### config.mk
export PLATFORM = sky130hd
export DESIGN_NAME = status_cond_ctrl
export DESIGN_NICKNAME = d
export VERILOG_FILES = /design/src/rtl/status_cond_ctrl.sv
export SDC_FILE = /design/constraint.sdc
export NUM_CORES = 1
export LEC_CHECK = 0
export BUFFER_PORTS_ARGS = -buffer_cell sky130_fd_sc_hd__buf_2
export CORE_AREA = 8 8 45 47
export CTS_BUF_LIST = sky130_fd_sc_hd__clkbuf_4 sky130_fd_sc_hd__clkbuf_8
export DETAILED_ROUTE_END_ITERATION = 16
export DIE_AREA = 0 0 53 55
export HOLD_SLACK_MARGIN = 0.05
export RECOVER_POWER = 100
export SLEW_MARGIN = 20
export SYNTH_ARGS = -nofsm -noshare
export SYNTH_HDL_FRONTEND = slang
export SYNTH_SLANG_ARGS = --single-unit
### constraint.sdc
create_clock -name clk -period 2.1 [get_ports clk]
set_clock_uncertainty 0.15 [all_clocks]
set_input_delay 0.42 -clock clk [delete_from_list [all_inputs] [get_ports clk]]
set_output_delay 0.42 -clock clk [all_outputs]
set_load 0.03 [all_outputs]
### src/rtl/status_cond_ctrl.sv
// rtl/status_cond_ctrl.sv - NZCV status register, condition evaluation and flag-hazard stall
//
// Ports:
//   clk, rst          rising-edge clock; asynchronous active-low reset
//   id_valid          ID holds a real instruction
//   id_cond           ARM condition field of the ID instruction
//   id_s              ID instruction requests a flag update
//   freeze            global pipeline hold
//   flush             branch taken in EXE; kills the ID instruction
//   exe_status        ALU status of the EXE instruction, {Z,C,N,V}
//   id_exec           ID instruction passes its condition and may commit
//   flag_stall        hold IF/ID this cycle and bubble EXE
//   alu_carry_in      SR.C to the ALU
//   sr_q              current SR, {Z,C,N,V}
//   exe_s_q           EXE holds a valid flag-setting instruction
module status_cond_ctrl #(
  parameter int COND_W = 4,
  parameter int SR_W   = 4
) (
  input  logic              clk,
  input  logic              rst,
  input  logic              id_valid,
  input  logic [COND_W-1:0] id_cond,
  input  logic              id_s,
  input  logic              freeze,
  input  logic              flush,
  input  logic [SR_W-1:0]   exe_status,
  output logic              id_exec,
  output logic              flag_stall,
  output logic              alu_carry_in,
  output logic [SR_W-1:0]   sr_q,
  output logic              exe_s_q
);

  logic flag_z, flag_c, flag_n, flag_v;
  logic cond_pass;
  logic exe_valid_q;

  assign flag_z = sr_q[3];
  assign flag_c = sr_q[2];
  assign flag_n = sr_q[1];
  assign flag_v = sr_q[0];

  // Unknown conditions fall to the default arm, so an undriven id_cond
  // never leaks X; id_valid gating below forces the outputs low anyway.
  always_comb begin
    cond_pass = 1'b0;
    case (id_cond)
      4'b0000: cond_pass = flag_z;
      4'b0001: cond_pass = ~flag_z;
      4'b0010: cond_pass = flag_c;
      4'b0011: cond_pass = ~flag_c;
      4'b0100: cond_pass = flag_n;
      4'b0101: cond_pass = ~flag_n;
      4'b0110: cond_pass = flag_v;
      4'b0111: cond_pass = ~flag_v;
      4'b1000: cond_pass = flag_c & ~flag_z;
      4'b1001: cond_pass = ~flag_c | flag_z;
      4'b1010: cond_pass = (flag_n == flag_v);
      4'b1011: cond_pass = (flag_n != flag_v);
      4'b1100: cond_pass = ~flag_z & (flag_n == flag_v);
      4'b1101: cond_pass = flag_z | (flag_n != flag_v);
      4'b1110: cond_pass = 1'b1;
      default: cond_pass = 1'b0;
    endcase
  end

  // Flags are never forwarded from exe_status: any conditional ID
  // instruction behind a flag setter waits one cycle instead.
  assign flag_stall   = id_valid & exe_s_q & (id_cond != 4'b1110) & ~flush;
  assign id_exec      = id_valid & cond_pass & ~flag_stall & ~flush;
  assign alu_carry_in = sr_q[2];

  always_ff @(posedge clk or negedge rst) begin
    if (!rst) begin
      sr_q        <= '0;
      exe_valid_q <= 1'b0;
      exe_s_q     <= 1'b0;
    end else if (!freeze) begin
      // The EXE instruction commits its flags even when it is the branch
      // that is flushing ID.
      if (exe_valid_q && exe_s_q) begin
        sr_q <= exe_status;
      end
      if (flush || flag_stall) begin
        exe_valid_q <= 1'b0;
        exe_s_q     <= 1'b0;
      end else begin
        exe_valid_q <= id_exec;
        exe_s_q     <= id_exec & id_s;
      end
    end
  end

endmodule

==> impl_metrics.ini, run 1 <==
[route]
dr.pass1.iters = 3
totalWireLength_um = 1208
vias = 465
viasPerCell = 4.947
drc = 0
drt-initial-drc-count = 6
ant_nets = 0
wl_per_cell_um = 12.85

[worst_setup_path]
crit_arrival_ps = 1710
critPathMaxFanout = 3
critical_path.startpoint_type = flop
timing.rr.end = exe_s_q
rr_worst_depth = 6
worstSetupPathType = reg2out
r2r_slack_ps = 270
cp.required_ps = 1530
cp-end-kind = output pin
rr_startpoint = sr_q[3]

[finish]
final_cells = 94
syn_to_final_growth_pct = 42.63
nFillCells = 151
fin_nets = 94
n_antenna_cell = 0
drive_above_1_share_pct = 46.15

[flow_run]
drv_cap = 0

[placed_design]
place_hpwl_um = 963.2
gp_congestion = 0.7395
dp_cells = 90
io_buffers = 21

[power_and_ir_drop]
p_leak_nw = 0.3359
ir_drop_mv = 0.2865
total_power_uw = 344.1
power.density_cell_area_nw_per_um2 = 507.4

[floorplanning]
coreArea_um2 = 1384
num_rows = 14
ios = 22
die_x_um = 53
fp.dieH_um = 55
die_area_um2 = 2915
start_util_pct = 34.36

[global_routing]
grt_usage_pct = 9.011
grt-ovfl-total = 0
grt_max_degree = 10
grt_antenna_before_repair = 0
grt_pass1_vias = 492
grt_pass1_wl_um = 2001

[yosys]
async_flop_share_pct = 100.0
synthFlopType = dfrtp_1
synthTopCellsByCount = dfrtp_1, mux2_2, inv_1, nand2_1, nor3b_1
syn-num-nets = 63
syn_area_um2 = 475.5
synth_seq_cells = 6
ys_warn_count = 0
synthCells = 49
synth_top_area_share_pct = 31.58
yosys-top-cells-area = dfrtp_1, mux2_2, nor3b_1, buf_12, mux2i_1
ys_types = 30
synth-edff-count = 0
yosysTopAreaCell = dfrtp_1
avgSynthCellArea_um2 = 9.703
synth_most_common_cell = dfrtp_1
ys_seq_area_share_pct = 31.58

[sta]
fin_crit_sh_pct = 108.8
setup_violations = 1
final.setup.tns_ps = -184.8
slew-limit-headroom_pct = 75.51
slew_viol_final = 0
worst_pin_slew_ps = 368.9
hold_violations = 0
worst_slack_ps = -184.8
min_period_ps = 2285
clock.fmax_mhz = 437.7
hold_ws_ps = 258.1
rsz0062_at_grt = yes

[clocking]
root_buffer = clkbuf_4
cts.path.max_buffers = 2
cts_buffers = 3
cts_sinks = 6
cts_setup_buffers = 0
clkLatencyLatePin_ps = 240
cts_tree = built
clkSlewWorstSetupHoldPaths_ps = 40
htreeDepth = 1

[hold_path]
worstHoldPathType = in2reg
hold-path-endpoint = exe_valid_q
hp-start = freeze
hold_path_depth = 2

[status]
status = finished, violations left
violations = negative setup slack
power breakdown:
part / total [mW] / internal (mW) / switching (mW)
logic: 0.110 / 0.0511 / 0.0586
registers: 0.132 / 0.124 / 0.00803
clock network: 0.102 / 0.0644 / 0.0380
cells by family (layout without fill, tap and decap cells):
group	Yosys count	in the layout	share of synthesized area [%]
AOI/OAI and AO/OA	11	11	16.84
xor gates and xnor gates	3	3	5.527
buffers and inverters	7	36	9.738
DFF	6	6	31.58
muxes	6	6	13.68
and+or+nand+nor	16	16	22.64
worst max-delay path by stage:
stage	from	cells after the start	to	slack [ps]
floorplan	sr_q[0]	5	id_exec	-6
global placement	id_cond[2]	7	id_exec	-80
detailed placement	id_cond[2]	7	id_exec	-80
CTS	sr_q[0]	6	id_exec	-200
global route	sr_q[0]	6	id_exec	-250
finish	sr_q[0]	6	id_exec	-180
metal layers:
metal | global-route usage, % | vias to the layer above | part of all wire [%]
li1 | - | 238 | -
met1 | 10.03 | 211 | 42
met2 | 14.45 | 16 | 46
met3 | 3.476 | 0 | 11
met4 | 5.172 | 0 | 0
met5 | 0 | - | 0
layout by cell type, fill, tap and decap left out, types with 2 or more instances in the layout:
cell type and n:
nand2_1 3, inv_1 2, clkbuf_1 7, clkbuf_4 3
buf_4 8, buf_2 12, mux2_2 4, nand3b_1 2
dfrtp_2 2, dfrtp_1 4, nor3b_1 3, xor2_1 2
a21oi_1 2
state kept, by name, indices dropped and copies added (netlist names):
name and flops:
exe_s_q 1, exe_valid_q 1, sr_q 4
per-stage QoR:
step	area [um2]	util, %	setup WS [ps]
after global routing	678.2	49.01	-253.2
after CTS	683.2	49.37	-204.4
after floorplan	494.2	-	-5.796
after detailed placement	644.4	46.56	-80.55
after global placement	644.4	46.56	-81.81
final	678.2	49.01	-184.8
layout make-up:
class | count | area, um2 | share of cell area, %
clock buffer | 3 | 22.52 | 3.321
sequential | 6 | 152.6 | 22.51
tap | 16 | 20.02 | 2.952
multi-input combinational | 36 | 299.0 | 44.10
inverter | 3 | 11.26 | 1.661
timing repair buffer | 30 | 172.7 | 25.46
critical path, cell delays in order, from the launching register on:
cell	delay, ps
dfrtp_2	420
xnor2_2	160
or3_1	310
a41o_1	210
o31ai_4	200
inv_2	50
buf_6	130
what timing repair did:
item	CTS	global route
endpoints found under the setup margin	1	1
hold endpoints to repair	6	0
pin swaps	1	0
gates resized for setup	2	1
hold buffers	1	0
No activity file was read; power rests on OpenSTA's default activity.
==> run 2: changes to the inputs <==
Settings changed: CORE_AREA 8 8 45 47 to 2 2 39 41, DIE_AREA 0 0 53 55 to 0 0 41 43.
==> run 2 against run 1 <==
The flow still finishes with violations (negative setup slack). Core utilization rose by 0.72 points. Routed wire length shrank 12%. Register-to-register slack improved by 40 ps. Combinational power about the same. Clock power increased by 6%. Final cell count is 1.1% higher. Non-clock buffer count is 1 higher. Maximum frequency down 1.3%. Via count grew 2.8%. Hold slack got worse by 5.7 ps. Global-route usage is 5.5 points higher. Total power increased by 1.9%. Critical path type unchanged.
==> impl_metrics.ini, run 2 (synthesis gave the netlist of run 1 again) <==
[sta]
worst_slack_ps = -215.9
hold_ws_ps = 252.5
setup_violations = 1
worst_pin_slew_ps = 359.1
clock.fmax_mhz = 431.8
hold_violations = 0
min_period_ps = 2316
slew-limit-headroom_pct = 76.16
final.setup.tns_ps = -215.9
rsz0062_at_grt = yes
fin_crit_sh_pct = 110.3
slew_viol_final = 0

[finish]
multi_input_area_um2 = 301.5
largest_reg_flops = 4
regMostFlops = sr_q
reg.largest.list = sr_q: 4 flops, exe_s_q: 1 flops, exe_valid_q: 1 flops
fin_nets = 95
drive_above_1_share_pct = 46.84
nFillCells = 149
syn_to_final_growth_pct = 44.74
layout_commonest_cell = buf_2
final_cells = 95
fin_area_um2 = 688.2
most-common-layout-cells = buf_2, buf_4, clkbuf_1, mux2_2, dfrtp_1
fin_util_pct = 49.73
seqCellArea_um2 = 152.6
n_antenna_cell = 0

[route]
ant_nets = 0
drt-initial-drc-count = 10
dr.pass1.iters = 4
viasPerCell = 5.032
wl_per_cell_um = 11.23
drc = 0
vias = 478
totalWireLength_um = 1067

[worst_setup_path]
cp.buffers_inverters = 2
max_stage_delay_ps = 410
worstSetupPathType = reg2out
cp-end-kind = output pin
crit_arrival_ps = 1750
critical_path.startpoint_type = flop
critPathMaxFanout = 3
cp_slowest_cell = dfrtp_2
path_cells = xnor2_2 > or3_1 > a41o_1 > o31ai_4 > inv_2 > buf_6
crit_family = compound AO/OA/AOI/OAI gates
cp.required_ps = 1530

[global_routing]
grt_pass1_vias = 414
grt_max_degree = 9
grt_antenna_before_repair = 0
grt_pass1_wl_um = 1662
grt_usage_pct = 14.52
grt-ovfl-total = 0

[power_and_ir_drop]
switching_share_pct = 31.40
total_power_uw = 350.8
ir_drop_mv = 0.3367
pwr-share-clk_pct = 30.9
power.density_cell_area_nw_per_um2 = 509.8
p_leak_nw = 0.3457
comb_power_share_pct = 31.6
sequentialPowerShare_pct = 37.6
intPower_uw = 240.7
p_switching_uw = 110.1

[placed_design]
place_area_um2 = 651.9
dp_cells = 91
place_hpwl_um = 867.5
io_buffers = 21
post-place-ws_ps = -70.35
gp_congestion = 0.6616

[hold_path]
worstHoldPathType = in2reg

[clocking]
cts_sinks = 6
cts_setup_buffers = 0
htreeDepth = 1
clkLatencyLatePin_ps = 250
cts_tree = built
cts_buffers = 3
cts.path.max_buffers = 2
root_buffer = clkbuf_4
clkSlewWorstSetupHoldPaths_ps = 50

[floorplanning]
die_area_um2 = 1763
fp.dieH_um = 43
ios = 22
die_x_um = 41
start_util_pct = 34.36
num_rows = 14
coreArea_um2 = 1384

[status]
violations = negative setup slack
status = finished, violations left

[flow_run]
drv_cap = 0
-- run 2: changes by cell type in the layout (fill, tap and decap cells not counted), sizes merged --
cell  before  now
buf       21   22
-- run 2: worst paths after layout --
kind	start	end	slack (ps)	depth (start not counted)
max	sr_q[0]	id_exec	-220	6
min	freeze	exe_valid_q	250	2
max reg2reg	sr_q[0]	exe_s_q	310	6
min reg2reg	exe_valid_q	exe_valid_q	330	2
max in group asynchronous	rst	sr_q[0]	1120	2
min in group asynchronous	rst	exe_valid_q	420	2
-- run 2: final cells by class --
type                    instances  area share, %
clock buffers                   3          3.273
inverters                       3          1.636
multi-input cells              36          43.82
flip-flops and latches          6          22.18
well taps                      16          2.909
repair buffers                 31          26.18
-- run 2: timing repair --
action	4_1_cts	5_1_grt
resized for setup	2	1
hold buffers	1	0
pin swaps	1	1
hold endpoints to repair	6	0
endpoints found under the setup margin	1	1
-- run 2: routing by layer --
metal  GRT usage, %  part of all wire, %
met3          3.141                  5.7
met5              0                    0
met4          10.00                  2.2
met1          17.33                   43
met2          21.88                   49
-- run 2: power groups by stage --
stage / Combinational (mW) / Clock, mW / Sequential, mW
final: 0.111 / 0.108 / 0.132
after global routing: 0.121 / 0.120 / 0.133
after CTS: 0.113 / 0.111 / 0.132
after detailed placement: 0.110 / 0 / 0.134
after global placement: 0.108 / 0 / 0.133
after floorplan: 0.0560 / 0 / 0.146
